<file path="src/rtl/sw_debounce_if.sv">
`default_nettype none
// ============================================================================
// Module   : sw_debounce_if
// Brief    : Switch-pin and debounced-level bundle for sw_debounce.
// Revision : 1.0 - initial release
// ============================================================================
interface sw_debounce_if #(
  parameter int WIDTH = 8
);
  logic [0:WIDTH-1] sw_in;
  logic [0:WIDTH-1] sw_db;
  logic [0:WIDTH-1] sw_rise;
  logic [0:WIDTH-1] sw_fall;
  logic             sw_changed;

  modport master (output sw_in, input sw_db, sw_rise, sw_fall, sw_changed);
  modport slave  (input sw_in, output sw_db, sw_rise, sw_fall, sw_changed);
endinterface
`default_nettype wire

</file>
<file path="src/rtl/sw_debounce.sv">
`default_nettype none
// ============================================================================
// Module   : sw_debounce
// Brief    : Per-channel switch synchroniser + stability-counter debouncer
//            with one-cycle rise/fall/changed strobes.
// Revision : 1.0 - initial release
// ============================================================================
module sw_debounce #(
  parameter int WIDTH       = 8,
  parameter int SYNC_STAGES = 2,
  parameter int CNT_MAX     = 1_000_000
) (
  input  wire logic    clk_100_in,
  input  wire logic    rst_in,
  sw_debounce_if.slave sw
);

  localparam int                 c_CNT_W    = $clog2(CNT_MAX + 1);
  localparam logic [c_CNT_W-1:0] c_CNT_LAST = c_CNT_W'(CNT_MAX - 1);

  if (SYNC_STAGES < 2) begin : g_bad_sync_stages
    $error("sw_debounce: SYNC_STAGES must be >= 2");
  end
  if (CNT_MAX < 1) begin : g_bad_cnt_max
    $error("sw_debounce: CNT_MAX must be >= 1");
  end

  logic [SYNC_STAGES-1:0] r_sync [WIDTH];
  logic [c_CNT_W-1:0]     r_cnt  [WIDTH];
  logic [0:WIDTH-1]       r_db;
  logic [0:WIDTH-1]       r_rise;
  logic [0:WIDTH-1]       r_fall;
  logic                   r_changed;

  logic [0:WIDTH-1]       w_sync;
  logic [0:WIDTH-1]       w_toggle;

  // A channel toggles once its new level has held for CNT_MAX sampled edges.
  always_comb begin
    w_sync   = '0;
    w_toggle = '0;
    for (int i = 0; i < WIDTH; i++) begin
      w_sync[i]   = r_sync[i][SYNC_STAGES-1];
      w_toggle[i] = (w_sync[i] != r_db[i]) && (r_cnt[i] == c_CNT_LAST);
    end
  end

  always_ff @(posedge clk_100_in or posedge rst_in) begin
    if (rst_in) begin
      for (int i = 0; i < WIDTH; i++) begin
        r_sync[i] <= '0;
        r_cnt[i]  <= '0;
      end
      r_db      <= '0;
      r_rise    <= '0;
      r_fall    <= '0;
      r_changed <= 1'b0;
    end else begin
      for (int i = 0; i < WIDTH; i++) begin
        r_sync[i] <= {r_sync[i][SYNC_STAGES-2:0], sw.sw_in[i]};
        // Matching the accepted level or accepting a toggle both restart the run.
        if ((w_sync[i] == r_db[i]) || w_toggle[i]) begin
          r_cnt[i] <= '0;
        end else begin
          r_cnt[i] <= r_cnt[i] + c_CNT_W'(1);
        end
      end
      r_db      <= r_db ^ w_toggle;
      r_rise    <= w_toggle & ~r_db;
      r_fall    <= w_toggle & r_db;
      r_changed <= |w_toggle;
    end
  end

  assign sw.sw_db      = r_db;
  assign sw.sw_rise    = r_rise;
  assign sw.sw_fall    = r_fall;
  assign sw.sw_changed = r_changed;

endmodule
`default_nettype wire
</file>
<file path="src/flat_wrapper.sv">
// flat-port wrapper written by rule: the top's interface ports become plain ports
module sw_debounce_flat 
#(
  parameter int WIDTH       = 8,
  parameter int SYNC_STAGES = 2,
  parameter int CNT_MAX     = 1_000_000
)
  (clk_100_in, rst_in, sw_sw_in, sw_sw_db, sw_sw_rise, sw_sw_fall, sw_sw_changed);
  sw_debounce_if #(.WIDTH(WIDTH)) sw_i ();
  input  wire logic clk_100_in;
  input  wire logic rst_in;
  input wire logic [$bits(sw_i.sw_in)-1:0] sw_sw_in;
  output wire logic [$bits(sw_i.sw_db)-1:0] sw_sw_db;
  output wire logic [$bits(sw_i.sw_rise)-1:0] sw_sw_rise;
  output wire logic [$bits(sw_i.sw_fall)-1:0] sw_sw_fall;
  output wire logic [$bits(sw_i.sw_changed)-1:0] sw_sw_changed;
  assign sw_i.sw_in = sw_sw_in;
  assign sw_sw_db = sw_i.sw_db;
  assign sw_sw_rise = sw_i.sw_rise;
  assign sw_sw_fall = sw_i.sw_fall;
  assign sw_sw_changed = sw_i.sw_changed;
  sw_debounce #(.WIDTH(WIDTH), .SYNC_STAGES(SYNC_STAGES), .CNT_MAX(CNT_MAX)) u_core (.clk_100_in(clk_100_in), .rst_in(rst_in), .sw(sw_i));
endmodule
</file>
<file path="config.mk">
export PLATFORM = sky130hd
export DESIGN_NAME = sw_debounce_flat
export DESIGN_NICKNAME = d
export VERILOG_FILES = /design/src/rtl/sw_debounce_if.sv /design/src/rtl/sw_debounce.sv /design/src/flat_wrapper.sv
export SDC_FILE = /design/constraint.sdc
export NUM_CORES = 1
export LEC_CHECK = 0
export ABC_AREA = 1
export CORE_ASPECT_RATIO = 1.1
export CORE_UTILIZATION = 40
export DETAILED_ROUTE_END_ITERATION = 6
export PLACE_DENSITY = 0.59
export SKIP_LAST_GASP = 1
export SYNTH_ARGS = -nofsm -noshare
export SYNTH_HDL_FRONTEND = slang
export SYNTH_SLANG_ARGS = --single-unit
export TNS_END_PERCENT = 30
</file>
<file path="constraint.sdc">
create_clock -name clk_100_in -period 9.4 [get_ports clk_100_in]
set_clock_uncertainty 0.15 [all_clocks]
set_input_delay 1.41 -clock clk_100_in [delete_from_list [all_inputs] [get_ports clk_100_in]]
set_output_delay 1.41 -clock clk_100_in [all_outputs]
set_load 0.005 [all_outputs]
</file>
## Yosys cells after proc, flatten, opt, wreduce, memory -nomap -nowiden

Index checks and enable logic that the tools add are counted.

| cells by class | value |
|---|---|
| add/sub/neg operators | 8 |
| equal/unequal tests | 24 |
| muxes and demuxes | 8 |
| bitwise operators | 4 |
| reductions and logical operators | 17 |

Operator list:

| kind | count |
|---|---|
| adder 20 x 1 -> 20 bit, second input constant | 8 |
| == test 20 bit, second input constant | 8 |
| 2-to-1 mux 20 bit | 8 |
| AND 8 bit | 2 |
| == test 1 bit | 8 |
| logical AND 1 bit | 8 |
| logical OR 1 bit | 8 |
| inequality test 1 bit | 8 |
| NOT 8 bit | 1 |
| OR reduction 8 bit | 1 |
| bitwise XOR 8 bit | 1 |

| storage, ports and cells | value |
|---|---|
| register bits after elaboration | 201 |
| input port bits | 10 |
| output and inout bits | 25 |
| logic and storage cells | 81 |

## Depth between registers and ports, before layout

Gate-level depths: netlist of the first run.

| logic depth | value |
|---|---|
| depth in word-level cells | 4 |
| depth in mapped cells | 10 |
| depth with buffers taken out | 10 |

## Least setup slack after synthesis of the first run

No wires, ideal clock.

| path | value |
|---|---|
| path type | register to output |
| from | register with a tool-made name |
| to | output sw_sw_db[7] |
| arrival | 418 ps |
| required time | 7840 ps |
| slack | 7422 ps |
| stages on the path, launching flop included | 1 |
| buffers on the path | 0 |
| cells stage by stage | dfrtp_1 |

RTL lines:

| what | RTL line | text |
|---|---|---|
| end, declared | flat_wrapper.sv:13 | `output wire logic [$bits(sw_i.sw_db)-1:0] sw_sw_db;` |

==> results.cfg, run 1 <==
[hold_path]
hold_depth = 0
hold_end = u_core.r_sync[5]
hp-class = reg -> reg
hp-start = u_core.r_sync[4]

[timing]
worst_slack_ns = 6.232
tightestPinTransition_ns = 0.9451
min_period_ns = 3.168
hold_viol_final = 0
slew_headroom = 0.3700
drv_slew = 0
setup-violations-final = 0
max_freq_ghz = 0.3157
rsz0062_at_grt = no
fin_tns_setup_ns = 0
period_share = 0.3370
holdWs_ns = 0.1969

[clock_network]
postCtsSetupRepairBufs = 0
clkLatencyLatePin_ns = 0.51
clock_path_buffers = 3
cts_made_buffers = 24
path_clk_slew_ns = 0.05
clockRootBuffer = clkbuf_16
h-tree-depth = 1
cts_sinks = 201
cts_resized = 0
cts_hold_buf = 0
cts_tree = built

[drt]
wirelength_um = 20770
drt-vias-per-instance = 4.754
drt_iter0_drc = 394
first_pass_iters = 5
drcViolationCount = 0
wire_per_inst_um = 12.21
routed-via-count = 8092
ant_nets = 0

[yosys]
yosysTopAreaCellShare = 0.4873
synth_edf_count = 0
ys_seq_elements = 201
syn-num-nets = 1305
synthCells = 1287
ys_seq_area_frac = 0.4873
synth_top_area_cell = dfrtp_1
syn_avg_cell_area_sq_um = 8.020
async_reset_ff_frac = 1.000
yosysWarnings = 0
synth_area_sq_um = 10320
yosys_most_used_dff = dfrtp_1
synth_cell_type_count = 33
synth_area_leaders = dfrtp_1 (49%), nor2_1 (11%), nand2_1 (10%), nand3_1 (4.6%), inv_1 (4.1%)

[final_layout]
drive_gt1_frac = 0.07227
fin_nets = 1358
n_antenna_cell = 0
final_cell_count_no_fill = 1702
syn2layout_area_growth_pct = 14.66
finish.instance_area_sq_um = 11830

[floorplanning]
core_sq_um = 25340
io_pins = 35
rows = 61
die_h_um = 170.5
initial_core_util = 0.4073
dieArea_sq_um = 26450
die_w_um = 155.2

[pwr]
p_per_area_nw_per_um2 = 159.8
p_leak_nw = 4.957
ir_worst_vdd_mv = 0.1106

[global_routing]
grt_use_total = 0.1686
grt_max_degree = 127
grt_pass1_vias = 8060
gr-total-overflow = 0
grt_pass1_wl_um = 37170
grt_antenna_before_repair = 0

[worst_setup_path]
cp_top_family = buffers and inverters
critPathSlowestCell = buf_4
r2r_slack_ns = 7.52
cp_max_fo = 126
reg2reg_from = u_core.r_cnt[120]
rr_worst_depth = 6
rr_endpoint = u_core.r_cnt[134]
cp.buffers_inverters = 3
crit_type = in -> async
path_cells = clkdlybuf4s50_1, inv_8, buf_4
required_ns = 9.75
crit_arrival_ns = 3.52
start_kind = primary input
cp-end-kind = async pin
slowest_delay_ns = 0.86

[placed_design]
io_buffers = 34
post-place-ws_ns = 5.574
hpwl_um = 14730
gp_congestion = 0.8522
place_inst = 1660
place_area_sq_um = 11020

[status]
status = complete, no violations

[run]
cap_violations = 0
-- where the power goes --
part,switching [mW],leakage (nW),internal (mW)
sequential,0.0107,2.75,0.877
clock,0.351,0.394,0.598
combinational,0.0398,1.81,0.0145
total,0.401,4.96,1.49
-- kinds of logic (layout without fill, tap and decap cells) --
| logic type | after synthesis | count (layout) | synth area share |
|---|---|---|---|
| adders and majority gates | 8 | 8 | 0.009699 |
| DFF | 201 | 201 | 0.4873 |
| buffers and inverters | 121 | 190 | 0.05019 |
| and+or+nand+nor | 847 | 847 | 0.3714 |
| AOI/OAI and AO/OA | 38 | 38 | 0.01952 |
| xor gates and xnor gates | 72 | 72 | 0.06183 |
-- registers in the layout, summed over array words and instances (netlist names), named ones only --
signal,flops
u_core.sw.sw_changed,1
u_core.r_cnt,160
u_core.r_sync,16
u_core.sw.sw_fall,8
u_core.sw.sw_rise,8
-- placed cells by master, fill, tap and decap left out, types with 3 or more instances in the layout --
cell type and count:
a21oi_1 20, a31oi_1 5, bufinv_16 3, clkbuf_1 6
clkbuf_16 25, clkbuf_8 4, clkdlybuf4s50_1 34, dfrtp_1 201
ha_1 8, inv_1 111, nand2_1 279, nand2_2 5
nand2_4 8, nand3_1 95, nand3_2 9, nand3_4 4
nand4_1 24, nor2_1 315, nor2_2 9, nor2_4 4
nor3_1 59, nor3_2 4, nor3b_1 14, nor3b_2 3
o21ai_0 11, or2_2 9, xnor2_1 26, xor2_1 45
-- layer usage --
layer  share of wire  global-route usage  wire, um
met3           0.034             0.02546       704
met2            0.47              0.2805      9680
met5               0                   0         0
met4           0.016             0.04477       342
met1            0.48              0.2287     10050
-- synthesized netlist by cell type, types with 2 or more instances --
master,n
a21oi_1,20
a31oi_1,5
buf_6,7
dfrtp_1,201
ha_1,8
inv_1,112
nand2_1,279
nand2_2,5
nand2_4,8
nand3_1,95
nand3_2,9
nand3_4,4
nand4_1,24
nor2_1,315
nor2_2,9
nor2_4,4
nor3_1,59
nor3_2,4
nor3_4,2
nor3b_1,14
nor3b_2,3
o21ai_0,11
o21bai_1,2
or2_2,9
xnor2_1,26
xor2_1,45
-- per-stage QoR --
| step | util | power [mW] |
|---|---|---|
| after floorplan | - | 0.9452 |
| after global placement | 0.4347 | 0.9598 |
| after detailed placement | 0.4347 | 0.9607 |
| after CTS | 0.4670 | 1.927 |
| after global routing | 0.4670 | 1.970 |
| final | 0.4670 | 1.891 |
-- worst reg2reg max path: stages (launching register included) --
cell     delay (ns)
dfrtp_1        0.45
ha_1           0.24
nand3_2        0.15
nor2_1         0.20
nand3_2        0.21
nand2_4        0.26
nor3_1         0.10
-- worst max path at each step --
stage,from,cells after the start,to
after floorplan,rst_in,1,async pin
after global placement,rst_in,3,u_core.r_cnt[64]
after detailed placement,rst_in,3,u_core.r_cnt[64]
after CTS,rst_in,3,u_core.r_cnt[66]
after global routing,rst_in,3,u_core.r_cnt[66]
final,rst_in,3,u_core.r_cnt[116]
-- area by class of cell --
type	instances	area, sq um
Tap cell	346	432.9
Timing Repair Buffer	35	347.8
Clock inverter	7	115.1
Fill cell	2585	13510
Sequential cell	201	5030
Multi-Input combinational cell	965	4773
Inverter	113	431.7
Clock buffer	35	703.2
No activity file was read; power rests on OpenSTA's default activity.
==> run 2, diff against run 1 <==
clock period = 3.2 ns   (was 9.4 ns; I/O delays follow)
==> results.cfg, run 2 (same netlist as run 1, synthesis figures left out) <==
[worst_setup_path]
cp_top_family = buffers and inverters
required_ns = 2.57
slowest_delay_ns = 0.54
cp-end-kind = output port
crit_arrival_ns = 1.48
crit_type = reg -> out
cp_max_fo = 5
critPathSlowestCell = clkdlybuf4s50_1
path_cells = clkdlybuf4s50_1
cp.buffers_inverters = 1
start_kind = flop

[pwr]
sw_frac_of_total = 0.2174
ir_worst_vdd_mv = 0.3805
combPwrFrac = 0.030
p_leak_nw = 5.002
pwr-share-seq = 0.462
p_clk_frac = 0.509
p_int_mw = 4.419
p_per_area_nw_per_um2 = 473.5
switchingPower_mw = 1.228

[hold_path]
hp-class = reg -> reg

[timing]
tightestPinTransition_ns = 0.5197
hold_viol_final = 0
fin_tns_setup_ns = 0
min_period_ns = 2.114
slew_headroom = 0.6528
max_freq_ghz = 0.4729
period_share = 0.6608
rsz0062_at_grt = no
setup-violations-final = 0
worst_slack_ns = 1.086
drv_slew = 0

[global_routing]
grt_max_degree = 85
gr-total-overflow = 0
grt_use_total = 0.1677
grt_antenna_before_repair = 0
grt_pass1_vias = 7911
grt_pass1_wl_um = 36970

[clock_network]
cts_made_buffers = 24
clockRootBuffer = clkbuf_16
clock_path_buffers = 3
cts_sinks = 201
h-tree-depth = 1
postCtsSetupRepairBufs = 0
path_clk_slew_ns = 0.06
cts_resized = 0
cts_tree = built
cts_hold_buf = 0
clkLatencyLatePin_ns = 0.51

[floorplanning]
dieArea_sq_um = 26450
die_w_um = 155.2
io_pins = 35
initial_core_util = 0.4073
rows = 61
die_h_um = 170.5
core_sq_um = 25340

[drt]
ant_nets = 0
drt_iter0_drc = 397
drcViolationCount = 0
first_pass_iters = 5
wire_per_inst_um = 12.13
drt-vias-per-instance = 4.763
wirelength_um = 20680
routed-via-count = 8121

[placed_design]
place_inst = 1662
place_area_sq_um = 11060
post-place-ws_ns = 1.319
io_buffers = 34
gp_congestion = 0.8654
hpwl_um = 14810

[final_layout]
fillers = 2549
largest_reg_flops = 160
syn2layout_area_growth_pct = 15.54
final_common_cell = nor2_1
final_cell_mix = nor2_1 (315), nand2_1 (279), dfrtp_1 (201), inv_1 (111), nand3_1 (95)
finish.instance_area_sq_um = 11930
fin_nets = 1360
final_cell_count_no_fill = 1705
n_antenna_cell = 0
reg_top3 = u_core.r_cnt (160), u_core.r_sync (16)
top_register = u_core.r_cnt
drive_gt1_frac = 0.07873

[status]
status = complete, no violations

[run]
cap_violations = 0
==> run 2: layout make-up <==
type | count | area (sq um) | area share
Sequential cell | 201 | 5030 | 0.4218
Multi-Input combinational cell | 965 | 4773 | 0.4003
Clock buffer | 34 | 749.5 | 0.06285
Tap cell | 346 | 432.9 | 0.03630
Inverter | 113 | 427.9 | 0.03588
Timing Repair Buffer | 37 | 400.4 | 0.03357
Clock inverter | 9 | 111.4 | 0.009338
==> run 2: worst paths after layout <==
check	start	to	slack [ns]	cells past startpoint
worst max-delay path	flop	sw_sw_db[7]	1.09	1
worst min-delay path	u_core.r_sync[0]	u_core.r_sync[1]	0.19	0
worst max register to register	u_core.r_cnt[40]	u_core.r_cnt[54]	1.39	8
worst min register to register	u_core.r_sync[0]	u_core.r_sync[1]	0.19	0
max in group asynchronous	rst_in	u_core.r_cnt[92]	1.90	3
min in group asynchronous	rst_in	u_core.r_cnt[113]	0.21	2
==> run 2: through the flow <==
stage	power (mW)	utilization	hold slack (ns)
2_1_floorplan	2.777	-	0.1812
3_3_place_gp	2.826	0.4366	0.1836
3_5_place_dp	2.829	0.4366	0.1863
4_1_cts	5.749	0.4706	0.1967
5_1_grt	5.873	0.4706	0.2064
6_report	5.647	0.4706	0.1897
==> run 2: layer usage <==
layer  global-route usage  up-vias  part of all wire
li1                     -     4213                 -
met1               0.2210     3764              0.47
met2               0.2881      117              0.48
met3              0.02521       27             0.035
met4              0.04219        0             0.016
met5                    0        -                 0
==> run 2: power by group through the flow <==
stage	Combinational (mW)	Clock, mW	Sequential [mW]
after detailed placement	0.175	0	2.65
final	0.167	2.87	2.61
after global placement	0.173	0	2.65
after CTS	0.175	2.97	2.61
after global routing	0.198	3.06	2.61
after floorplan	0.130	0	2.65
